===== config.mk =====
export PLATFORM = sky130hd
export DESIGN_NAME = branch_predict_unit
export DESIGN_NICKNAME = d
export VERILOG_FILES = /design/src/rtl/branch_predict_unit.sv
export SDC_FILE = /design/constraint.sdc
export NUM_CORES = 1
export LEC_CHECK = 0
export CAP_MARGIN = 10
export CORE_UTILIZATION = 50
export DETAILED_ROUTE_END_ITERATION = 10
export PLACE_DENSITY = 0.83
export REMOVE_ABC_BUFFERS = 1
export SYNTH_ARGS = -nofsm -noshare
export SYNTH_HDL_FRONTEND = slang
export SYNTH_SLANG_ARGS = --single-unit

===== constraint.sdc =====
create_clock -name clk -period 6.28 [get_ports clk]
set_input_delay 0.942 -clock clk [delete_from_list [all_inputs] [get_ports clk]]
set_output_delay 0.942 -clock clk [all_outputs]
set_load 0.01 [all_outputs]

===== src/rtl/branch_predict_unit.sv =====
// branch_predict_unit: RISC-V branch condition resolver with a direct-mapped saturating-counter predictor and statistics
module branch_predict_unit #(
  parameter int XLEN      = 32,
  parameter int BHT_DEPTH = 64,
  parameter int CTR_W     = 2,
  parameter int CNT_W     = 32
) (
  input  logic             clk,
  input  logic             rst_n,
  input  logic             pred_valid_i,
  input  logic [XLEN-1:0]  pred_pc_i,
  output logic             pred_taken_o,
  output logic             pred_taken_valid_o,
  input  logic             res_valid_i,
  input  logic [6:0]       res_opcode_i,
  input  logic [2:0]       res_funct3_i,
  input  logic [XLEN-1:0]  res_a_i,
  input  logic [XLEN-1:0]  res_b_i,
  input  logic [XLEN-1:0]  res_pc_i,
  input  logic             res_pred_taken_i,
  output logic             res_done_o,
  output logic             diverge_o,
  output logic             mispredict_o,
  input  logic             stat_clear_i,
  output logic [CNT_W-1:0] branch_count_o,
  output logic [CNT_W-1:0] mispredict_count_o
);
  localparam int IDX_W = $clog2(BHT_DEPTH);
  localparam logic [6:0] OPC_BRANCH = 7'b1100011;
  localparam logic [CTR_W-1:0] CTR_RST = CTR_W'((2 ** (CTR_W - 1)) - 1);

  logic [CTR_W-1:0] bht_q [BHT_DEPTH];
  logic [IDX_W-1:0] pred_idx, res_idx;
  logic             is_br, eq, lt, ltu, taken, mispredict_d;
  logic [CTR_W-1:0] ctr_cur, ctr_d;
  logic [CNT_W-1:0] br_cnt_q, br_cnt_d, mp_cnt_q, mp_cnt_d;
  logic             pred_taken_q, pred_vld_q, res_done_q, diverge_q, mispredict_q;
  logic             unused_pc;

  assign pred_idx  = pred_pc_i[IDX_W+1:2];
  assign res_idx   = res_pc_i[IDX_W+1:2];
  assign unused_pc = ^{pred_pc_i[XLEN-1:IDX_W+2], pred_pc_i[1:0], res_pc_i[XLEN-1:IDX_W+2], res_pc_i[1:0]};

  // Condition evaluation, counter training value and saturating statistics next state
  always_comb begin
    is_br        = res_valid_i && res_opcode_i == OPC_BRANCH && res_funct3_i[2:1] != 2'b01;
    eq           = res_a_i == res_b_i;
    lt           = $signed(res_a_i) < $signed(res_b_i);
    ltu          = res_a_i < res_b_i;
    taken        = is_br && ((res_funct3_i[2] ? (res_funct3_i[1] ? ltu : lt) : eq) ^ res_funct3_i[0]);
    mispredict_d = is_br && (taken != res_pred_taken_i);
    ctr_cur      = bht_q[res_idx];
    ctr_d        = taken ? ((&ctr_cur) ? ctr_cur : ctr_cur + 1'b1)
                         : ((|ctr_cur) ? ctr_cur - 1'b1 : ctr_cur);
    br_cnt_d     = stat_clear_i ? '0 : (is_br && !(&br_cnt_q)) ? br_cnt_q + 1'b1 : br_cnt_q;
    mp_cnt_d     = stat_clear_i ? '0 : (mispredict_d && !(&mp_cnt_q)) ? mp_cnt_q + 1'b1 : mp_cnt_q;
  end

  // Counter table; lookups read the old value when a same-index update lands this cycle
  always_ff @(posedge clk or negedge rst_n) begin
    if (!rst_n) begin
      for (int i = 0; i < BHT_DEPTH; i++) bht_q[i] <= CTR_RST;
    end else if (is_br) begin
      bht_q[res_idx] <= ctr_d;
    end
  end

  // Registered prediction, resolve pulses and statistics
  always_ff @(posedge clk or negedge rst_n) begin
    if (!rst_n) begin
      pred_taken_q <= 1'b0;
      pred_vld_q   <= 1'b0;
      res_done_q   <= 1'b0;
      diverge_q    <= 1'b0;
      mispredict_q <= 1'b0;
      br_cnt_q     <= '0;
      mp_cnt_q     <= '0;
    end else begin
      pred_taken_q <= pred_valid_i && bht_q[pred_idx][CTR_W-1];
      pred_vld_q   <= pred_valid_i;
      res_done_q   <= res_valid_i;
      diverge_q    <= taken;
      mispredict_q <= mispredict_d;
      br_cnt_q     <= br_cnt_d;
      mp_cnt_q     <= mp_cnt_d;
    end
  end

  assign pred_taken_o       = pred_taken_q;
  assign pred_taken_valid_o = pred_vld_q;
  assign res_done_o         = res_done_q;
  assign diverge_o          = diverge_q;
  assign mispredict_o       = mispredict_q;
  assign branch_count_o     = br_cnt_q;
  assign mispredict_count_o = mp_cnt_q;
endmodule


# ---- After elaboration in Yosys (flattened, before gate mapping)
# Cells that the tools add are included.
dict set report classes {
  reduce_logical 16
  n_mux 18
  n_addsub 4
  n_bitwise 3
  n_eq_ne 4
  n_lt_le_gt_ge 5
}
# operator count
set ops {}
lappend ops {{bitwise mux 128 bit} 1}
lappend ops {{2-to-1 mux 32 bit} 4}
lappend ops {{adder 32 x 1 -> 32 bit, second input constant} 2}
lappend ops {{< comparator 32 bit} 2}
lappend ops {{AND reduction 32 bit} 2}
lappend ops {{equality test 32 bit} 1}
lappend ops {{binary-select mux 2 bit (select 6 bit)} 2}
lappend ops {{2-to-1 mux 2 bit} 8}
lappend ops {{>= comparator 7 bit, second input constant} 2}
lappend ops {{inverter 6 -> 7 bit} 2}
lappend ops {{demux 2 bit (select 6 bit)} 1}
lappend ops {{logical AND 1 bit} 8}
lappend ops {{equality test 7 bit, second input constant} 1}
lappend ops {{< comparator 7 x 1 -> 1 bit, second input constant} 1}
lappend ops {{nonzero test 2 bit} 2}
lappend ops {{adder 2 x 1 -> 2 bit, second input constant} 1}
lappend ops {{logical NOT 1 bit} 2}
lappend ops {{2-to-1 mux 1 bit} 2}
lappend ops {{!= test 2 x 1 -> 1 bit, second input constant} 1}
lappend ops {{AND reduction 2 bit} 1}
lappend ops {{OR reduction 2 bit} 1}
lappend ops {{subtractor 2 x 1 -> 2 bit, second input constant} 1}
lappend ops {{!= test 1 bit} 1}
lappend ops {{XOR 1 bit} 1}
dict set report word_totals {
  out_inout_bits 69
  ff_bits 197
}

# ---- Depth between registers and ports, before layout
# Gate-level depths: netlist of the first run.
dict set report logic_depth {
  depth_word 10
  depth_mapped 13
}

# ---- Worst setup path before layout of the first run
# OpenSTA, ideal clock, no wires.
dict set report synth_timing {
  kind {input to register}
  from {in pred_pc_i[2]}
  to {reg pred_taken_q (netlist: pred_taken_o)}
  t_arrival_ns 3.484
  cell_stages 6
  setup_slack_ns 2.677
  n_path_buf 2
  path_cell_list {clkbuf_1 -> buf_1 -> mux4_2 -> mux4_2 -> mux4_2 -> and2_1}
}
dict set report synth_between {
  elab_chain_cells 5
}
# element line
set synth_lines {}
lappend synth_lines {{start: declaration} 11} ;# input logic [XLEN-1:0] pred_pc_i,
lappend synth_lines {{inverter 6 -> 7 bit (implied by the code)} 79} ;# pred_taken_q <= pred_valid_i && bht_q[pred_idx][CTR_W-1];
lappend synth_lines {{binary-select mux 2 bit (select 6 bit)} 79}
lappend synth_lines {{2-to-1 mux 2 bit (implied by the code) (2 in a row)} 79}
lappend synth_lines {{logical AND 1 bit} 79}
lappend synth_lines {{end signal: assignment} 79}
lappend synth_lines {{end: declaration} 37} ;# logic pred_taken_q, pred_vld_q, res_done_q, diverge_q, mispredict_q;
# No other way between the ends. The select of a mux whose other input is x is not followed.
# A chain may end at the register's enable or synchronous reset.

# ---- Worst setup path after layout of the first run
dict set report layout_timing {
  from {in res_pc_i[4]}
  to {reg bht_q[105] in the netlist's numbering}
}
dict set report layout_between {
  elab_chain_cells 8
  elab_cells_between_ends 17
  classes_between {add/sub (2); order compare (2); mux (9); bitwise (1); reduce/logical (3)}
}
# element line
set layout_lines {}
lappend layout_lines {{start: declaration} 19} ;# input logic [XLEN-1:0] res_pc_i,
lappend layout_lines {{inverter 6 -> 7 bit (implied by the code) *} {52, 64}}
lappend layout_lines {{binary-select mux 2 bit (select 6 bit)} 52} ;# ctr_cur = bht_q[res_idx];
lappend layout_lines {{2-to-1 mux 2 bit (implied by the code) (2 in a row)} 52}
lappend layout_lines {{subtractor 2 x 1 -> 2 bit (tied with other cells)} 54} ;# : ((|ctr_cur) ? ctr_cur - 1'b1 : ctr_cur);
lappend layout_lines {{2-to-1 mux 2 bit (on tied branches)} {54, 53}}
lappend layout_lines {{2-to-1 mux 2 bit} 53} ;# ctr_d = taken ? ((&ctr_cur) ? ctr_cur : ctr_cur + 1'b1)
lappend layout_lines {{bitwise mux 128 bit *} 64} ;# bht_q[res_idx] <= ctr_d;
lappend layout_lines {{end signal: indexed assignment} 64}
lappend layout_lines {{end: declaration} 32} ;# logic [CTR_W-1:0] bht_q [BHT_DEPTH];
# Every way passes the cells marked *; elsewhere a longest branch is shown, timed or not. The select of a mux whose other input is x is not followed.

==> impl_metrics.yaml, run 1 <==
sta:
  setup_viol: 0
  timing.hold.ws_ns: 0.4246
  min_period_ns: 4.541
  fmax_ghz: 0.2202
  rsz0062_at_grt: "no"
  skew_ns: 0.01801
  min_period_over_period_pct: 72.31
  hold_viol_final: 0
  slew_violations: 0
  worst_pin_slew_ns: 1.109
  slew_headroom_pct: 25.80
  timing.setup.tns_ns: 0
worst_setup_path:
  critPathSlowestCell: "clkdlybuf4s50_1"
  crit_arrival_ns: 4.87
  crit_fanout: 35
  rrSetupSlack_ns: 2.92
  r2r_cells: 8
  cp.required_ns: 6.61
  crit_chain: "clkdlybuf4s50_1, nor2b_1, a22o_1, a2111oi_0, mux2i_1, mux4_2, nor2_1, a21oi_4, buf_4, mux2_2"
  worstSetupPathType: "input pin to flop"
  cp_num_buf_inv: 2
  cp-start-kind: "input pin"
  max_stage_delay_ns: 1.11
  crit_family: "buffers and inverters"
  cp-end-kind: "flop"
  r2r_start: "mispredict_count_o[20]"
  reg2reg_to: "mispredict_count_o[25]"
global_route:
  grt_max_degree: 83
  gr-usage-all-layers_pct: 26.29
  grt_pass1_wl_um: 50060
  antenna_found_initial: 0
  grt.overflow.total: 0
  first_global_vias: 9556
cells_and_area:
  nets: 1466
  fin_cells: 1620
  diodes: 0
  drive_gt1_share_pct: 24.98
  area_delta_synth_final_pct: 20.31
  mostFrequentLayoutCells: "mux2_2, clkdlybuf4s50_1, dfrtp_1, nor2_1, nand2_1"
  final_common_cell: "mux2_2"
  final_util_pct: 61.83
yosys:
  synth_ff_type: "dfrtp_1"
  ys_async_sr_fraction_pct: 100.0
  ys_ff_latch: 197
  netlist_instances: 1152
  synth_edf_count: 0
  synth_warnings: 0
  syn_avg_cell_area_um2: 10.53
  ys_seq_area_share_pct: 41.28
  yosysUniqueCellTypes: 65
  syn_area_mm2: 0.01214
clocking:
  postCtsResizedCells: 0
  h-tree-depth: 4
  cts_buffer_depth: 2
  post_cts_buffers: 0
  cts_sinks: 197
  worstSkewPairLatency_ns: 0.46
  numCtsBuffers: 17
  cts_root_buffer: "clkbuf_16"
  postCtsHoldBufs: 0
  clkSlewWorstSetupHoldPaths_ns: 0.08
  tritoncts: "built"
pwr:
  power.leakage_nw: 6.213
  power.density_mw_per_mm2: 186.5
  power_mw: 2.723
  ir_drop_mv: 0.1598
floorplanning:
  die_w_um: 157.8
  dieArea_mm2: 0.02490
  initial_core_util_pct: 51.39
  row_count: 56
  io_pins: 213
  die_h_um: 157.8
  coreArea_mm2: 0.02361
drt:
  dr.pass1.iters: 5
  first_iter_violations: 861
  ant_nets: 0
  routed_wl_um: 32260
  drc: 0
  vias: 9842
  vias_per_cell: 6.075
  avgRoutedWirePerCell_um: 19.92
placed_design:
  placed_cells: 1587
  io_buffer_count: 160
  hpwl_um: 22370
  gp_congestion: 0.9118
outcome:
  outcome: "completed"
job:
  drv_cap: 0
worst_hold_path:
  hold_class: "input pin to asynchronous set/reset pin"
## sequential cells by signal (all words and copies together) (netlist names)
| register | flops |
|---|---|
| diverge_o | 1 |
| bht_q | 128 |
| pred_taken_valid_o | 1 |
| branch_count_o | 32 |
| pred_taken_o | 1 |
| mispredict_o | 1 |
| mispredict_count_o | 32 |
| res_done_o | 1 |
## synth_stat cells, types with 3 or more instances
| cell type | n | area (um2) |
|---|---|---|
| mux2_2 | 163 | 1836 |
| dfrtp_1 | 133 | 3328 |
| nor2_1 | 118 | 442.9 |
| nand2_1 | 85 | 319.1 |
| dfstp_2 | 64 | 1682 |
| nand3_1 | 51 | 255.2 |
| inv_1 | 41 | 153.9 |
| mux2i_1 | 41 | 410.4 |
| nand4_1 | 38 | 237.7 |
| nor2b_1 | 37 | 231.5 |
| clkbuf_1 | 35 | 131.4 |
| ha_1 | 34 | 425.4 |
| a21oi_1 | 27 | 135.1 |
| mux4_2 | 27 | 608.1 |
| nor3_1 | 21 | 105.1 |
| xor2_1 | 19 | 166.4 |
| and3_1 | 18 | 112.6 |
| a22oi_1 | 17 | 127.6 |
| nor4_1 | 17 | 106.4 |
| buf_2 | 14 | 70.07 |
| and2_1 | 12 | 75.07 |
| xnor2_1 | 11 | 96.34 |
| and4_1 | 10 | 87.58 |
| o21ai_0 | 9 | 45.04 |
| a221oi_1 | 8 | 70.07 |
| mux2_1 | 8 | 90.09 |
| buf_6 | 7 | 78.83 |
| a22o_1 | 6 | 52.55 |
| buf_4 | 6 | 45.04 |
| nand2b_1 | 6 | 37.54 |
| o211ai_1 | 6 | 45.04 |
| nor3b_1 | 5 | 37.54 |
| or3_1 | 5 | 31.28 |
| buf_1 | 4 | 15.01 |
| nand3b_1 | 4 | 30.03 |
| a2111oi_0 | 3 | 26.28 |
| a21o_1 | 3 | 22.52 |
| a31o_2 | 3 | 26.28 |
| a31oi_1 | 3 | 18.77 |
| and3b_1 | 3 | 26.28 |
## per-stage QoR
stage,area (um2),setup WS [ns]
6_report,14600,1.739
5_1_grt,14600,1.680
4_1_cts,14600,1.869
3_5_place_dp,13960,1.418
3_3_place_gp,13960,1.480
2_1_floorplan,11790,1.834
## worst max-delay path by stage
stage,start,end,cells after the start
floorplan,res_b_i[23],mispredict_count_o[0],10
global placement,res_pc_i[4],bht_q[25],10
detailed placement,res_pc_i[4],bht_q[125],10
CTS,res_pc_i[4],bht_q[105],10
global route,res_pc_i[4],bht_q[109],10
finish,res_pc_i[4],bht_q[105],10
## power by group
group          internal (mW)  total [mW]  leakage, nW  switching (mW)
combinational          0.122       0.296         3.39           0.174
sequential              1.27        1.27         2.51        0.000433
clock                  0.585        1.16        0.308           0.572
total                   1.98        2.72         6.21           0.746
## layout make-up
class | instances | area (um2)
repair buffers | 184 | 1773
inverters | 42 | 157.7
fillers | 1811 | 9012
clock buffers | 17 | 425.4
clock inverters | 15 | 205.2
flip-flops and latches | 197 | 5010
multi-input cells | 846 | 6630
well taps | 319 | 399.1
## kinds of logic after synthesis
family | synth area share, %
compound gates | 6.640
buf+inv | 4.145
fa+ha+maj | 3.506
mux | 24.26
flops | 41.28
simple gates | 18.00
xor+xnor | 2.165
## per-layer routing
| layer | track usage (%) | vias to the layer above | routed length (um) |
|---|---|---|---|
| li1 | - | 4447 | - |
| met1 | 32.39 | 4788 | 12720 |
| met2 | 42.98 | 497 | 15260 |
| met3 | 6.789 | 110 | 3003 |
| met4 | 12.48 | 0 | 1279 |
| met5 | 0 | - | 0 |
## worst register-to-register path: cells and delay by family, from the launching register on
family,cells,cell delay [ns]
mux,2,0.54
flops,1,0.47
simple gates,5,1.94
compound gates,1,0.29
(Power assumes the default switching activity.)
==> run 2, diff against run 1 <==
--- a/config.mk
+++ b/config.mk
@@ -6,9 +6,9 @@
 export NUM_CORES = 1
 export LEC_CHECK = 0
 export CAP_MARGIN = 10
-export CORE_UTILIZATION = 50
+export CORE_UTILIZATION = 49
 export DETAILED_ROUTE_END_ITERATION = 10
-export PLACE_DENSITY = 0.83
+export PLACE_DENSITY = 0.85
 export REMOVE_ABC_BUFFERS = 1
 export SYNTH_ARGS = -nofsm -noshare
 export SYNTH_HDL_FRONTEND = slang
==> constraint.sdc (replaced) <==
create_clock -name clk -period 3.7 [get_ports clk]
set_input_delay 0.555 -clock clk [delete_from_list [all_inputs] [get_ports clk]]
set_output_delay 0.555 -clock clk [all_outputs]
set_load 0.01 [all_outputs]
==> run 2 against run 1 <==
  * Clock power is 64% higher
  * First-iteration DRC count is 2.2% lower
  * Power is 69% higher
  * Die area is 2.0% higher
  * Non-clock buffer count is 37 higher
  * Setup slack worse by 1.6 ns
  * Routed wire length is 3.3% higher
  * Final cell count is 2.6% higher
  * Sequential cell count stayed put
  * Utilization is 0.14 points lower
  * Register-to-register slack worse by 2.7 ns
  * Worst hold slack worse by 0.21 ns
==> impl_metrics.yaml, run 2 (same netlist as run 1, synthesis figures left out) <==
floorplanning:
  initial_core_util_pct: 49.90
  coreArea_mm2: 0.02432
  die_w_um: 159.4
  row_count: 57
  io_pins: 213
  dieArea_mm2: 0.02540
  die_h_um: 159.4
pwr:
  power_frac_clock_pct: 41.3
  p_sw_mw: 1.280
  power.leakage_nw: 6.428
  switching_share_pct: 27.78
  ir_drop_mv: 0.2935
  seqPwrFrac_pct: 46.8
  p_int_mw: 3.327
  power.density_mw_per_mm2: 307.0
  pwr-share-comb_pct: 11.8
worst_setup_path:
  crit_fanout: 30
  worstSetupPathType: "input pin to flop"
  cp-start-kind: "input pin"
  cp-end-kind: "flop"
  crit_arrival_ns: 3.92
  cp.required_ns: 4.01
clocking:
  clkSlewWorstSetupHoldPaths_ns: 0.09
  postCtsResizedCells: 0
  post_cts_buffers: 0
  tritoncts: "built"
  cts_sinks: 197
  cts_buffer_depth: 2
  worstSkewPairLatency_ns: 0.44
  numCtsBuffers: 17
  postCtsHoldBufs: 0
  h-tree-depth: 4
  cts_root_buffer: "clkbuf_16"
drt:
  vias: 10230
  routed_wl_um: 33330
  ant_nets: 0
  vias_per_cell: 6.152
  first_iter_violations: 842
  dr.pass1.iters: 5
  drc: 0
  avgRoutedWirePerCell_um: 20.06
sta:
  skew_ns: 0.01525
  slew_violations: 0
  min_period_over_period_pct: 97.53
  worst_pin_slew_ns: 1.024
  fin_ws_ns: 0.09139
  slew_headroom_pct: 31.71
  min_period_ns: 3.609
  timing.hold.ws_ns: 0.2172
  hold_viol_final: 0
  fmax_ghz: 0.2771
  rsz0062_at_grt: "no"
  setup_viol: 0
global_route:
  grt_pass1_wl_um: 53340
  antenna_found_initial: 0
  grt.overflow.total: 0
  gr-usage-all-layers_pct: 26.39
  first_global_vias: 10380
  grt_max_degree: 123
cells_and_area:
  final_common_cell: "mux2_2"
  top_register: "bht_q"
  area_delta_synth_final_pct: 23.63
  mostFrequentLayoutCells: "mux2_2, clkdlybuf4s50_1, dfrtp_1, nor2_1, nand2_1"
  nets: 1503
  n_fill_cell: 1825
  drive_gt1_share_pct: 27.06
  final_util_pct: 61.69
  largest_reg_flops: 128
  diodes: 0
  fin_cells: 1662
placed_design:
  gp_congestion: 0.9644
  placed_cells: 1630
  io_buffer_count: 160
  pre_cts_ws_ns: -0.2806
  hpwl_um: 23320
job:
  drv_cap: 0
outcome:
  outcome: "completed"
worst_hold_path:
  hold_class: "input pin to asynchronous set/reset pin"
## run 2: cell types whose count changed in the layout (fill, tap and decap cells not counted), sizes merged
| cell | change |
|---|---|
| buf | +38 |
| clkinv | +8 |
| inv | -7 |
| bufinv | -1 |
| clkbuf | -1 |
## run 2: area by class of cell
cell class              instances  area (um2)  area share [%]
clock inverters                15       209.0           1.393
well taps                     324       405.4           2.702
repair buffers                221        2166           14.44
flip-flops and latches        197        5010           33.39
multi-input cells             846        6630           44.19
clock buffers                  17       425.4           2.835
inverters                      42       157.7           1.051
## run 2: per-layer routing
layer / vias to the layer above / global-route usage (%) / part of all wire, % / routed length (um)
met5: - / 0 / 0 / 0
met4: 0 / 13.11 / 4.5 / 1508
met3: 129 / 5.913 / 8.0 / 2663
met2: 528 / 44.14 / 49 / 16180
met1: 5048 / 32.17 / 39 / 12980
li1: 4520 / - / - / -
## run 2: worst paths after layout
path                                        from                endpoint  slack [ns]  cells past startpoint
hold / removal                             rst_n               bht_q[83]        0.22                      1
min in group clk                    stat_clear_i      branch_count_o[25]        0.33                      2
hold reg to reg                       bht_q[111]              bht_q[111]        0.54                      1
setup / recovery                     res_pc_i[3]              bht_q[115]        0.09                     12
max in group asynchronous                  rst_n               bht_q[40]        2.53                      2
setup reg to reg           mispredict_count_o[3]  mispredict_count_o[23]        0.27                      8
## run 2: power by group through the flow
stage	Sequential [mW]	Combinational, mW	Clock (mW)
after detailed placement	2.20	0.536	0
final	2.16	0.545	1.90
after floorplan	2.20	0.206	0
after CTS	2.16	0.540	1.92
after global placement	2.20	0.528	0
after global routing	2.16	0.584	2.02
## run 2: worst max-delay path: stages
cell             delay (ns)
clkdlybuf4s50_1        0.57
buf_4                  0.30
and2_1                 0.20
a22o_1                 0.20
a2111oi_0              0.52
buf_4                  0.20
a31oi_1                0.03
mux4_2                 0.54
nor2_1                 0.25
a21oi_4                0.08
buf_12                 0.18
mux2_2                 0.29
## run 2: metrics by stage
| stage | area (um2) | total power [mW] | setup TNS (ns) |
|---|---|---|---|
| 2_1_floorplan | 11790 | 2.404 | -15.36 |
| 3_3_place_gp | 14370 | 2.725 | -27.50 |
| 3_5_place_dp | 14370 | 2.734 | -33.96 |
| 4_1_cts | 15000 | 4.619 | 0 |
| 5_1_grt | 15000 | 4.760 | 0 |
| 6_report | 15000 | 4.606 | 0 |
